### config.mk
export PLATFORM = sky130hd
export DESIGN_NAME = uart_tx_arbiter
export DESIGN_NICKNAME = d
export VERILOG_FILES = /design/src/rtl/uart_ctrl_pkg.sv /design/src/rtl/rr_pick.sv /design/src/rtl/uart_tx_arbiter.sv
export SDC_FILE = /design/constraint.sdc
export NUM_CORES = 1
export LEC_CHECK = 0
export BUFFER_PORTS_ARGS = -buffer_cell sky130_fd_sc_hd__buf_4
export CAP_MARGIN = 15
export CORE_AREA = 2 2 61 63
export DETAILED_ROUTE_END_ITERATION = 8
export DIE_AREA = 0 0 63 65
export PLACE_DENSITY = 0.79
export SLEW_MARGIN = 20
export SYNTH_ARGS = -nofsm -noshare
export SYNTH_HDL_FRONTEND = slang
export SYNTH_HIERARCHICAL = 1
export SYNTH_SLANG_ARGS = --single-unit
### constraint.sdc
create_clock -name clk -period 3.55 [get_ports clk]
set_input_delay 1.065 -clock clk [delete_from_list [all_inputs] [get_ports clk]]
set_output_delay 1.065 -clock clk [all_outputs]
set_load 0.05 [all_outputs]
### src/rtl/uart_ctrl_pkg.sv
// uart_ctrl_pkg
// Purpose: shared types and constants for the UART control slice.
//   arb_state_t - states of the transmitter arbiter FSM
//   UART_BYTE_W - width of one transmitted byte
package uart_ctrl_pkg;

  localparam int UART_BYTE_W = 8;

  typedef enum logic [1:0] {
    IDLE      = 2'd0,
    SEND      = 2'd1,
    WAIT_BUSY = 2'd2,
    WAIT_DONE = 2'd3
  } arb_state_t;

endpackage

### src/rtl/rr_pick.sv
// rr_pick
// Purpose: combinational round-robin winner selection.
// Ports:
//   req        - in,  N_REQ : pending requests
//   last_owner - in,  IDX_W : index of the most recently served requester
//   win_onehot - out, N_REQ : one-hot winner (all zero when nothing is pending)
//   win_idx    - out, IDX_W : binary index of the winner
//   any        - out, 1     : at least one request is pending
module rr_pick #(
  parameter int N_REQ = 4,
  localparam int IDX_W = $clog2(N_REQ)
) (
  input  logic [N_REQ-1:0] req,
  input  logic [IDX_W-1:0] last_owner,
  output logic [N_REQ-1:0] win_onehot,
  output logic [IDX_W-1:0] win_idx,
  output logic             any
);

  int               cand;
  logic [IDX_W-1:0] candIdx;

  // Walk the requesters starting just after the last owner and wrapping
  // around; the last owner itself is visited last, so it only wins again
  // when nobody else is asking.
  always_comb begin
    win_onehot = '0;
    win_idx    = last_owner;
    any        = 1'b0;
    cand       = 0;
    candIdx    = '0;
    for (int k = 1; k <= N_REQ; k++) begin
      cand = int'(last_owner) + k;
      if (cand >= N_REQ) begin
        cand = cand - N_REQ;
      end
      candIdx = IDX_W'(cand);
      if (!any && req[candIdx]) begin
        any        = 1'b1;
        win_idx    = candIdx;
        win_onehot = N_REQ'(1) << candIdx;
      end
    end
  end

endmodule

### src/rtl/uart_tx_arbiter.sv
// uart_tx_arbiter
// Purpose: shares one uart_tx among N_REQ byte producers. Grants one
// requester per byte in round-robin order, drives the send/busy handshake
// and reports a transmitter that never raises busy.
// Ports:
//   clk, rst_n   - clock and synchronous active-low reset
//   req          - in,  N_REQ   : per-requester request, held until gnt
//   req_data     - in,  N_REQ*8 : byte i on bits [8i+7:8i]
//   gnt          - out, N_REQ   : one-cycle one-hot grant
//   owner        - out, IDX_W   : index of the last granted requester
//   active       - out, 1       : transfer in progress
//   timeout_err  - out, 1       : one-cycle pulse, busy never rose
//   tx_data      - out, 8       : byte presented to uart_tx
//   tx_send      - out, 1       : one-cycle start pulse to uart_tx
//   tx_busy      - in,  1       : busy flag from uart_tx
module uart_tx_arbiter
  import uart_ctrl_pkg::*;
#(
  parameter int N_REQ        = 4,
  parameter int BUSY_TIMEOUT = 16
) (
  input  logic                         clk,
  input  logic                         rst_n,
  input  logic [N_REQ-1:0]             req,
  input  logic [N_REQ*UART_BYTE_W-1:0] req_data,
  output logic [N_REQ-1:0]             gnt,
  output logic [$clog2(N_REQ)-1:0]     owner,
  output logic                         active,
  output logic                         timeout_err,
  output logic [UART_BYTE_W-1:0]       tx_data,
  output logic                         tx_send,
  input  logic                         tx_busy
);

  localparam int IDX_W = $clog2(N_REQ);
  localparam int CNT_W = $clog2(BUSY_TIMEOUT + 1);
  localparam logic [CNT_W-1:0] CNT_LAST = CNT_W'(BUSY_TIMEOUT - 1);

  arb_state_t             state_q, state_d;
  logic [N_REQ-1:0]       gnt_q, gnt_d;
  logic [IDX_W-1:0]       owner_q, owner_d;
  logic                   active_q, active_d;
  logic                   timeoutErr_q, timeoutErr_d;
  logic [UART_BYTE_W-1:0] txData_q, txData_d;
  logic                   txSend_q, txSend_d;
  logic [CNT_W-1:0]       cnt_q, cnt_d;

  logic [N_REQ-1:0]       pickOnehot;
  logic [IDX_W-1:0]       pickIdx;
  logic                   pickAny;
  logic [UART_BYTE_W-1:0] pickData;

  rr_pick #(
    .N_REQ(N_REQ)
  ) u_pick (
    .req       (req),
    .last_owner(owner_q),
    .win_onehot(pickOnehot),
    .win_idx   (pickIdx),
    .any       (pickAny)
  );

  // One-hot mux of the winner's byte; avoids a variable-width part select.
  always_comb begin
    pickData = '0;
    for (int i = 0; i < N_REQ; i++) begin
      if (pickOnehot[i]) begin
        pickData = req_data[i*UART_BYTE_W +: UART_BYTE_W];
      end
    end
  end

  // State and output registers. Owner resets to the top index so that
  // requester 0 is searched first after reset.
  always_ff @(posedge clk) begin
    if (!rst_n) begin
      state_q      <= IDLE;
      gnt_q        <= '0;
      owner_q      <= IDX_W'(N_REQ - 1);
      active_q     <= 1'b0;
      timeoutErr_q <= 1'b0;
      txData_q     <= '0;
      txSend_q     <= 1'b0;
      cnt_q        <= '0;
    end else begin
      state_q      <= state_d;
      gnt_q        <= gnt_d;
      owner_q      <= owner_d;
      active_q     <= active_d;
      timeoutErr_q <= timeoutErr_d;
      txData_q     <= txData_d;
      txSend_q     <= txSend_d;
      cnt_q        <= cnt_d;
    end
  end

  // Next-state logic. A busy flag already high on entry to WAIT_BUSY moves
  // straight on to WAIT_DONE, which then waits for it to fall.
  always_comb begin
    state_d = state_q;
    unique case (state_q)
      IDLE: begin
        if (pickAny) begin
          state_d = SEND;
        end
      end
      SEND: begin
        state_d = WAIT_BUSY;
      end
      WAIT_BUSY: begin
        if (tx_busy) begin
          state_d = WAIT_DONE;
        end else if (cnt_q == CNT_LAST) begin
          state_d = IDLE;
        end
      end
      WAIT_DONE: begin
        if (!tx_busy) begin
          state_d = IDLE;
        end
      end
      default: state_d = IDLE;
    endcase
  end

  // Registered-output next values. gnt/tx_send/timeout_err default low so
  // each is a single-cycle pulse; tx_data holds between transfers. The
  // counter stops at all-ones instead of wrapping.
  always_comb begin
    gnt_d        = '0;
    txSend_d     = 1'b0;
    timeoutErr_d = 1'b0;
    owner_d      = owner_q;
    txData_d     = txData_q;
    active_d     = active_q;
    cnt_d        = cnt_q;
    unique case (state_q)
      IDLE: begin
        if (pickAny) begin
          gnt_d    = pickOnehot;
          owner_d  = pickIdx;
          txData_d = pickData;
          txSend_d = 1'b1;
          active_d = 1'b1;
        end
      end
      SEND: begin
        cnt_d = '0;
      end
      WAIT_BUSY: begin
        if (!tx_busy) begin
          if (cnt_q == CNT_LAST) begin
            timeoutErr_d = 1'b1;
            active_d     = 1'b0;
          end else if (cnt_q != '1) begin
            cnt_d = cnt_q + 1'b1;
          end
        end
      end
      WAIT_DONE: begin
        if (!tx_busy) begin
          active_d = 1'b0;
        end
      end
      default: ;
    endcase
  end

  assign gnt         = gnt_q;
  assign owner       = owner_q;
  assign active      = active_q;
  assign timeout_err = timeoutErr_q;
  assign tx_data     = txData_q;
  assign tx_send     = txSend_q;

endmodule

Yosys cells after proc, flatten, opt, wreduce, memory -nomap -nowiden
Index checks and enable logic that the tools add are counted.
{"block": "classes", "addsub": 9, "n_lt_le_gt_ge": 8, "n_eq_ne": 12, "shifts": 4, "muxes": 44, "bitwise_logic": 2, "reduce_logical": 18}
{"operator": "$mux 8", "count": 4}
{"operator": "$mux 2", "count": 12}
{"operator": "$mux 4", "count": 4}
{"operator": "$shl 1x2->4 const A", "count": 4}
{"operator": "$mux 5", "count": 3}
{"operator": "$mux 1", "count": 14}
{"operator": "$lt 2x3->1 const B", "count": 4}
{"operator": "$ne 2x2->1 const B", "count": 6}
{"operator": "$pmux 5 s2", "count": 1}
{"operator": "$ge 3x3->1 const B", "count": 3}
{"operator": "$reduce_and 3->1", "count": 3}
{"operator": "$bmux 1 s2", "count": 4}
{"operator": "$pmux 2 s4", "count": 1}
{"operator": "$sub 2x1->2 const B", "count": 4}
{"operator": "$add 2x2->3 const B", "count": 2}
{"operator": "$add 5x1->5 const B", "count": 1}
{"operator": "$eq 5x4->1 const B", "count": 1}
{"operator": "$ne 5x5->1 const B", "count": 1}
{"operator": "$reduce_and 5->1", "count": 1}
{"operator": "$add 2x3->4 const B", "count": 1}
{"operator": "$eq 2x2->1 const B", "count": 2}
{"operator": "$ge 4x3->1 const B", "count": 1}
{"operator": "$reduce_and 2->1", "count": 2}
{"operator": "$reduce_and 4->1", "count": 1}
{"operator": "other kinds (12)", "count": 17}
{"block": "word_totals", "register_bits": 24, "in_bits": 39, "wordCells": 105}

Depth between registers and ports, before layout
Gate-level depths: netlist (run 1).
{"block": "logic_depth", "word_depth": 19, "ltp_mapped": 12, "mapped_depth_nobuf": 9}

Hierarchy
The synthesis (run 1) kept the hierarchy.
{"mod": "uart_tx_arbiter", "instances": 1, "cells_each": 134, "area_per_inst_um2": 1222.4, "seq_area_each_um2": 480.5}
{"mod": "rr_pick", "instances": 1, "cells_each": 58, "area_per_inst_um2": 483.0, "seq_area_each_um2": 0.0}

Worst setup path before layout (run 1)
No wires, ideal clock.
{"block": "synth_timing", "path_type": "register -> register", "from": "register owner_q[1] (netlist: owner[1])", "to": "register txData_q[0] (netlist: tx_data[0])", "setup_ps": 70, "arrival_ps": 3192, "required_time_ps": 3480, "setup_slack_ps": 287, "stages_incl_launch_ff": 10, "period_less_slack_ps": 3263, "cell_sequence": "dfxtp_1 -> inv_1 -> ha_1 -> mux4_2 -> or3b_4 -> o211ai_1 -> a22o_1 -> nor3b_1 -> a222oi_1 -> a21oi_1"}
{"block": "synth_via", "elab_chain_cells": 19, "word_cells_on_any_way": 47, "classes_between": "add/sub: 8; order compare: 4; shift: 4; mux: 24; reduce/logical: 7"}
{"item": "start, declared", "line": "uart_tx_arbiter.sv:41", "rtl": "logic [IDX_W-1:0] owner_q, owner_d;"}
{"item": "start signal, assigned", "line": "uart_tx_arbiter.sv:79", "rtl": "owner_q <= IDX_W'(N_REQ - 1);"}
{"item": "start signal, assigned", "line": "uart_tx_arbiter.sv:88", "rtl": "owner_q <= owner_d;"}
{"item": "$add 2x1->3", "line": "rr_pick.sv:33", "rtl": "cand = int'(last_owner) + k;"}
{"item": "$ge 3x3->1 or $sub 2x1->2 (tied branches)", "line": "rr_pick.sv:34, rr_pick.sv:35"}
{"item": "$mux 2", "line": "rr_pick.sv:34", "rtl": "if (cand >= N_REQ) begin"}
{"item": "$bmux 1 s2", "line": "rr_pick.sv:38", "rtl": "if (!any && req[candIdx]) begin"}
{"item": "$mux 1 (not written as such)", "line": "rr_pick.sv:38"}
{"item": "$mux 1", "line": "rr_pick.sv:38"}
{"item": "$logic_not 1->1", "line": "rr_pick.sv:38"}
{"item": "$logic_and 1x1->1", "line": "rr_pick.sv:38"}
{"item": "$mux 1", "line": "rr_pick.sv:38"}
{"item": "$logic_not 1->1", "line": "rr_pick.sv:38"}
{"item": "$logic_and 1x1->1", "line": "rr_pick.sv:38"}
{"item": "$mux 1", "line": "rr_pick.sv:38"}
{"item": "$logic_not 1->1", "line": "rr_pick.sv:38"}
{"item": "$logic_and 1x1->1", "line": "rr_pick.sv:38"}
{"item": "$mux 4 (*)", "line": "rr_pick.sv:38"}
{"item": "via pickOnehot[0]", "line": "uart_tx_arbiter.sv:48", "rtl": "logic [N_REQ-1:0] pickOnehot;"}
{"item": "$mux 8 (*) (4 in a row)", "line": "uart_tx_arbiter.sv:67", "rtl": "if (pickOnehot[i]) begin"}
{"item": "end signal, assigned", "line": "uart_tx_arbiter.sv:91", "rtl": "txData_q <= txData_d;"}
{"item": "end, declared", "line": "uart_tx_arbiter.sv:44", "rtl": "logic [UART_BYTE_W-1:0] txData_q, txData_d;"}
Mark *: on every way through the listed nets, which the timed path passes. The rest lies on a longest branch. The select of a mux whose other input is x is not followed.
A chain may end at the register's enable or synchronous reset.

Final worst setup path (run 1)
{"block": "layout_timing", "from": "input req[1]", "to": "register txData_q[6] (netlist: tx_data[6])"}
{"block": "layout_via", "elab_chain_cells": 16, "word_cells_on_any_way": 27, "classes_between": "mux: 20; reduce/logical: 7"}
{"item": "start, declared", "line": "uart_tx_arbiter.sv:24", "rtl": "input logic [N_REQ-1:0] req,"}
{"item": "$bmux 1 s2", "line": "rr_pick.sv:38"}
{"item": "$mux 1 (not written as such)", "line": "rr_pick.sv:38"}
{"item": "$mux 1", "line": "rr_pick.sv:38"}
{"item": "$logic_not 1->1", "line": "rr_pick.sv:38"}
{"item": "$logic_and 1x1->1", "line": "rr_pick.sv:38"}
{"item": "$mux 1", "line": "rr_pick.sv:38"}
{"item": "$logic_not 1->1", "line": "rr_pick.sv:38"}
{"item": "$logic_and 1x1->1", "line": "rr_pick.sv:38"}
{"item": "$mux 1", "line": "rr_pick.sv:38"}
{"item": "$logic_not 1->1", "line": "rr_pick.sv:38"}
{"item": "$logic_and 1x1->1", "line": "rr_pick.sv:38"}
{"item": "$mux 4 (*)", "line": "rr_pick.sv:38"}
{"item": "via pickOnehot[0]", "line": "uart_tx_arbiter.sv:48"}
{"item": "$mux 8 (*) (4 in a row)", "line": "uart_tx_arbiter.sv:67"}
Marks and branches as above.

==> results.yml, run 1 <==
status:
  status: "finished, final reports clean"
grt:
  grt_usage: 0.214
  grt.overflow.total: 0
  first_global_vias: 1540
  grt_max_degree: 20
  antenna_found_initial: 0
  grt_pass1_wl_um: 7080
sta:
  tightest_slew_ns: 0.829
  fmax_mhz: 309
  setup_violations: 0
  hold_violations: 0
  period_share: 0.913
  fin_ws_ns: 0.310
  skew_ns: 0.00248
  drv_slew: 0
  fin_crit_ns: 3.24
  rsz0062_at_grt: "false"
  relSlewSlack: 0.446
setup_path:
  slowest_delay_ns: 0.69
  worstPathRequired_ns: 3.80
  worstSetupPathType: "input pin to flip-flop"
  cp_slowest_cell: "nor3b_1"
  cp.arrival_ns: 3.49
  crit_family: "simple AND/OR/NAND/NOR gates"
  crit_fanout: 9
  path_cells: "buf_4 -> mux4_2 -> nor3_1 -> and2_2 -> a22o_1 -> nor3b_1 -> a222oi_1 -> a21oi_1"
  critPathCaptureType: "flip-flop"
  critPathLaunchType: "input pin"
  crit_buf_inv: 1
route:
  vias: 1694
  ant_nets: 0
  drt-initial-drc-count: 101
  drc: 0
  wire_per_inst_um: 14.1
  first_pass_iters: 5
  viasPerCell: 5.65
  totalWireLength_um: 4240
final_layout:
  nets: 309
  layout_commonest_cell: "buf_4"
  nFillCells: 304
  antenna_cells: 0
  final_util: 0.641
  layout_common_cells: "buf_4, dfxtp_1, nand2_1"
  syn_to_final_growth_pct: 31.4
  final_layout_size_suffix_gt1_frac: 0.321
synth:
  syn_inst: 192
  yosys_most_used_dff: "dfxtp_1"
  synth.distinct_cells: 46
  synthesis.area_um2: 1710
  synth_area_per_cell_um2: 8.88
  synthArstFlopShare: 0
  yosysWarnings: 6
  ys_ff_latch: 24
  synth_seq_area_share: 0.282
  synth_edf_count: 0
  syn_nets: 247
floorplan:
  fp.dieH_um: 65
  core_um2: 3500
  start_util: 0.488
  boundaryPins: 56
  fp.dieArea_um2: 4100
  rows: 22
  die_w_um: 63
clock_tree:
  cts_setup_buffers: 0
  cts_resized: 0
  cts_inserted_buffers: 3
  clock_latency_ns: 0.31
  hold_buffers: 0
  cts_buffer_depth: 2
  cts_htree_levels: 1
  clock-sinks: 24
  cts.clk_slew.worst_paths_ns: 0.13
  clockRootBuffer: "clkbuf_4"
  cts_tree: "done"
power_and_ir_drop:
  p_leak_uw: 0.00102
  powerDensity_nw_per_um2: 920
  ir_drop_uv: 467
placement:
  dp_hpwl_um: 3260
  portBuffers: 55
  dpl_worst_slack_ns: -0.00742
  gp_congestion: 0.877
min_path:
  hold_path_class: "flip-flop to flip-flop"
flow_run:
  max_cap_viol_count: 0
==> worst min-delay path, delay by kind of cell (launching register included) <==
kind           cells  cell delay [ns]
flip-flops         1             0.34
AO/OA/AOI/OAI      2             0.12
==> state kept, by name, indices dropped and copies added, names as in the netlist <==
name	cells
owner	2
active	1
state_q	2
cnt_q	5
gnt	4
tx_send	1
tx_data	8
timeout_err	1
==> power breakdown <==
group	leakage [µW]	total (µW)	internal (µW)	switching [µW]
Combinational	0.000812	1540	627	908
Clock	0.0000138	120	39.6	80.2
Sequential	0.000197	407	357	49.2
==> path summary, 6_finish.rpt <==
path                                       startpoint                       to  slack (ns)  depth (start not counted)
worst max-delay path                           req[1]  tx_data[6]$_SDFFE_PN0P_        0.31                          8
worst min-delay path              active$_SDFFE_PN0P_      active$_SDFFE_PN0P_        0.49                          2
worst max register to register  owner[0]$_SDFFE_PN1P_  tx_data[6]$_SDFFE_PN0P_        0.55                         10
worst min register to register    active$_SDFFE_PN0P_      active$_SDFFE_PN0P_        0.49                          2
==> cell families (layout without fill, tap and decap cells) <==
kind of cell             after synthesis  count (layout)  share of synthesized area
AO/OA/AOI/OAI                         50              50                      0.208
flip-flops                            24              24                      0.282
AND/OR/NAND/NOR                       72              72                      0.256
adder cells (fa/ha/maj)               16              16                      0.117
buffers and inverters                 20              80                     0.0492
XOR/XNOR                               2               2                     0.0103
multiplexers                           8               8                     0.0770
==> synthesized netlist by cell type (all sizes together), types with 2 or more instances <==
cell | instances | area share
nand2b | 6 | 0.022
nor3b | 2 | 0.012
nand4 | 2 | 0.0073
dfxtp | 24 | 0.28
a22o | 4 | 0.021
nand3 | 6 | 0.018
nor2 | 6 | 0.013
xnor2 | 2 | 0.010
a222oi | 7 | 0.041
buf | 2 | 0.0095
o21ai | 4 | 0.012
nand4b | 7 | 0.036
mux4 | 4 | 0.053
a21oi | 15 | 0.044
inv | 11 | 0.024
and3 | 5 | 0.018
ha | 16 | 0.12
clkbuf | 7 | 0.015
or2b | 2 | 0.0088
nor3 | 2 | 0.0059
o22ai | 2 | 0.0073
nor2b | 5 | 0.018
or3b | 2 | 0.012
and2 | 2 | 0.0081
o211ai | 10 | 0.044
nand2 | 19 | 0.042
mux2i | 3 | 0.018
==> routing by layer <==
| metal | part of all wire | wire length [µm] | track usage |
|---|---|---|---|
| met2 | 0.49 | 2070 | 0.359 |
| met1 | 0.44 | 1870 | 0.281 |
| met3 | 0.062 | 264 | 0.0382 |
| met5 | 0 | 0 | 0 |
| met4 | 0.0099 | 42 | 0.0639 |
==> final cells by class <==
cell class / instances / area, µm² / share of cell area
Sequential cell: 24 / 480 / 0.214
Inverter: 11 / 41.3 / 0.0184
Multi-Input combinational cell: 148 / 1140 / 0.509
Clock buffer: 3 / 22.5 / 0.0101
Tap cell: 48 / 60.1 / 0.0268
Timing Repair Buffer: 66 / 495 / 0.221
==> stage by stage <==
| stage | setup TNS [ns] | hold WS [ns] | total power (µW) | instance area [µm²] | std cells |
|---|---|---|---|---|---|
| finish | 0 | 0.487 | 2060 | 2240 | 300 |
| global route | 0 | 0.513 | 2220 | 2240 | 300 |
| CTS | 0 | 0.491 | 2060 | 2240 | 300 |
| detailed placement | -0.0294 | 0.474 | 1930 | 2220 | 297 |
| global placement | 0 | 0.455 | 1920 | 2220 | 297 |
| floorplan | 0 | 0.453 | 1510 | 1710 | 192 |
No activity file was read; power rests on OpenSTA's default activity.
==> inputs of run 2 (changes only) <==
- ABC_AREA: unset -> 1
- CORE_AREA: 2 2 61 63 -> 2 2 63 65
- DIE_AREA: 0 0 63 65 -> 0 0 65 67
==> results.yml, run 2 <==
status:
  status: "finished, final reports clean"
sta:
  relSlewSlack: 0.585
  period_share: 0.787
  setup_violations: 0
  skew_ns: 0.00741
  final.setup.tns_ns: 0
  rsz0062_at_grt: "false"
  fmax_mhz: 358
  fin_crit_ns: 2.79
  tightest_slew_ns: 0.621
  hold_violations: 0
  fin_ws_ns: 0.756
  drv_slew: 0
flow_run:
  max_cap_viol_count: 0
power_and_ir_drop:
  ir_drop_uv: 481
  p_int_uw: 1030
  power_frac_comb: 0.724
  p_seq_frac: 0.169
  pwr-share-clk: 0.107
  design_power_total_uw: 2310
  powerDensity_nw_per_um2: 977
  power.switching_uw: 1280
  switching_share: 0.553
  p_leak_uw: 0.00122
clock_tree:
  cts_tree: "done"
  cts_resized: 0
  clockRootBuffer: "clkbuf_8"
  cts_buffer_depth: 2
  hold_buffers: 0
  clock_latency_ns: 0.27
  cts_htree_levels: 1
  cts_setup_buffers: 0
  clock-sinks: 24
  cts.clk_slew.worst_paths_ns: 0.09
  cts_inserted_buffers: 3
synth:
  synth_xor_area_frac: 0.00470
  muxShareOfSynthArea: 0
  synth_top_area_cell: "dfxtp_1"
  synth_seq_area_share: 0.258
  synth_area_per_cell_um2: 6.38
  synth_adder_area_share: 0.107
  ys_ff_latch: 24
  synth_edf_count: 0
  syn_nets: 347
  synth_top_family_by_area: "simple AND/OR/NAND/NOR gates"
  synth.most_common_cell: "nand2_1"
  yosys_most_used_dff: "dfxtp_1"
  synthArstFlopShare: 0
  synthTopCellsByArea: "dfxtp_1, nand2_1, ha_1, nand3_1, nor2_1"
  synth.distinct_cells: 27
  netlist.area_leader.share: 0.258
  synthesis.area_um2: 1860
  synth_compound_area_frac: 0.111
  yosysWarnings: 6
  synth-simple-area-share: 0.437
  syn_inst: 292
  netlist_top_cells_count: "nand2_1, nor2_1, nand3_1, a21oi_1, dfxtp_1"
grt:
  grt_max_degree: 21
  antenna_found_initial: 0
  grt_usage: 0.225
  grt.overflow.total: 0
  first_global_vias: 1833
  grt_pass1_wl_um: 7760
route:
  drt-initial-drc-count: 114
  ant_nets: 0
  totalWireLength_um: 4580
  wire_per_inst_um: 11.7
  first_pass_iters: 4
  vias: 1989
  viasPerCell: 5.07
  drc: 0
setup_path:
  cp.arrival_ns: 2.94
  slowest_delay_ns: 0.30
  crit_family: "simple AND/OR/NAND/NOR gates"
  cp_slowest_cell: "clkinv_1"
  cpMostUsedCell: "nand2_1"
  critPathLaunchType: "input pin"
  ff2ff_setup_slack_ns: 0.77
  reg2reg_from: "owner[0]$_SDFFE_PN1P_"
  critPathCaptureType: "flip-flop"
  worstSetupPathType: "input pin to flip-flop"
  crit_buf_inv: 3
  regToRegEndpoint: "tx_data[4]$_SDFFE_PN0P_"
  crit_fanout: 11
  worstPathRequired_ns: 3.69
  path_cells: "buf_4 -> inv_1 -> nand2_2 -> nand3_4 -> nand2_4 -> nor2_4 -> nand4_1 -> nand3_1 -> clkinv_1 -> nand3_1 -> nand2_1 -> nand2_1 -> nand2_1 -> nand2_1 -> a21oi_1"
  ff2ff_path_depth: 15
final_layout:
  antenna_cells: 0
  nets: 400
  final_util: 0.657
  layout_common_cells: "nand2_1, buf_4, nor2_1"
  final_area_um2: 2370
  largest_reg_flops: 8
  layout_commonest_cell: "nand2_1"
  nFillCells: 326
  syn_to_final_growth_pct: 27.1
  final_layout_size_suffix_gt1_frac: 0.230
min_path:
  hold_end: "tx_data[5]$_SDFFE_PN0P_"
  min-delay-start: "tx_data[5]$_SDFFE_PN0P_"
  hold_path_class: "flip-flop to flip-flop"
  hold_depth: 2
floorplan:
  fp.dieArea_um2: 4360
  rows: 22
  fp.dieH_um: 67
  die_w_um: 65
  boundaryPins: 56
  start_util: 0.517
  core_um2: 3610
placement:
  portBuffers: 55
  dpl_worst_slack_ns: 0.488
  dp_hpwl_um: 3530
  placed_area_um2: 2300
  gp_congestion: 0.827
-- run 2: cell count changes after synthesis, moves of 6 or more --
cell / change
a21oi_1: +9
nor2_1: +30
nand4b_1: -7
nand2_1: +75
a222oi_1: -7
nand2_2: +6
nand3_1: +22
o211ai_1: -10
nand2b_1: -6
inv_1: +8
-- run 2: power groups by stage --
stage                     combinational, µW  sequential, µW  clock, µW
after detailed placement               1660             396          0
after global placement                 1620             396          0
after CTS                              1670             391        254
final                                  1670             391        247
after floorplan                        1140             598          0
after global routing                   1890             400        263
-- run 2: tightest hold or removal path, delay by kind of cell (launching register included) --
family,cells,cell delay (ns)
DFF,1,0.32
AOI/OAI and AO/OA,1,0.05
and+or+nand+nor,1,0.06
-- run 2: worst max path at each step --
stage	startpoint	to	slack (ns)	cells after the start
6_report	req[2]	tx_data[4]$_SDFFE_PN0P_	0.76	15
5_1_grt	owner[0]$_SDFFE_PN1P_	tx_data[7]$_SDFFE_PN0P_	0.53	15
4_1_cts	req[2]	tx_data[6]$_SDFFE_PN0P_	0.78	15
3_5_place_dp	req[2]	tx_data[6]$_SDFFE_PN0P_	0.49	15
3_3_place_gp	req[0]	tx_data[7]$_SDFFE_PN0P_	0.60	15
2_1_floorplan	owner[1]$_SDFFE_PN1P_	tx_data[5]$_SDFFE_PN0P_	0.66	17
-- run 2: logic make-up after synthesis --
group                    count (synthesis)
XOR/XNOR                                 1
flip-flops                              24
AO/OA/AOI/OAI                           36
adder cells (fa/ha/maj)                 16
AND/OR/NAND/NOR                        181
buffers and inverters                   34
-- run 2: layer usage --
metal,share of wire,vias up,track usage
met5,0,-,0
met3,0.080,10,0.0439
met4,0.019,0,0.0745
met1,0.42,857,0.272
li1,-,1040,-
met2,0.48,82,0.398
-- run 2: layout make-up --
| type | instances | area, µm² | area share |
|---|---|---|---|
| multi-input cells | 234 | 1230 | 0.519 |
| flip-flops and latches | 24 | 480 | 0.203 |
| repair buffers | 57 | 428 | 0.181 |
| inverters | 25 | 98.8 | 0.0417 |
| well taps | 48 | 60.1 | 0.0254 |
| clock buffers | 3 | 41.3 | 0.0174 |
| clock inverters | 1 | 30.0 | 0.0127 |
-- run 2: through the flow --
| stage | hold slack, ns | std cells |
|---|---|---|
| after global routing | 0.495 | 392 |
| after global placement | 0.457 | 388 |
| final | 0.471 | 392 |
| after detailed placement | 0.455 | 388 |
| after CTS | 0.470 | 392 |
| after floorplan | 0.456 | 292 |
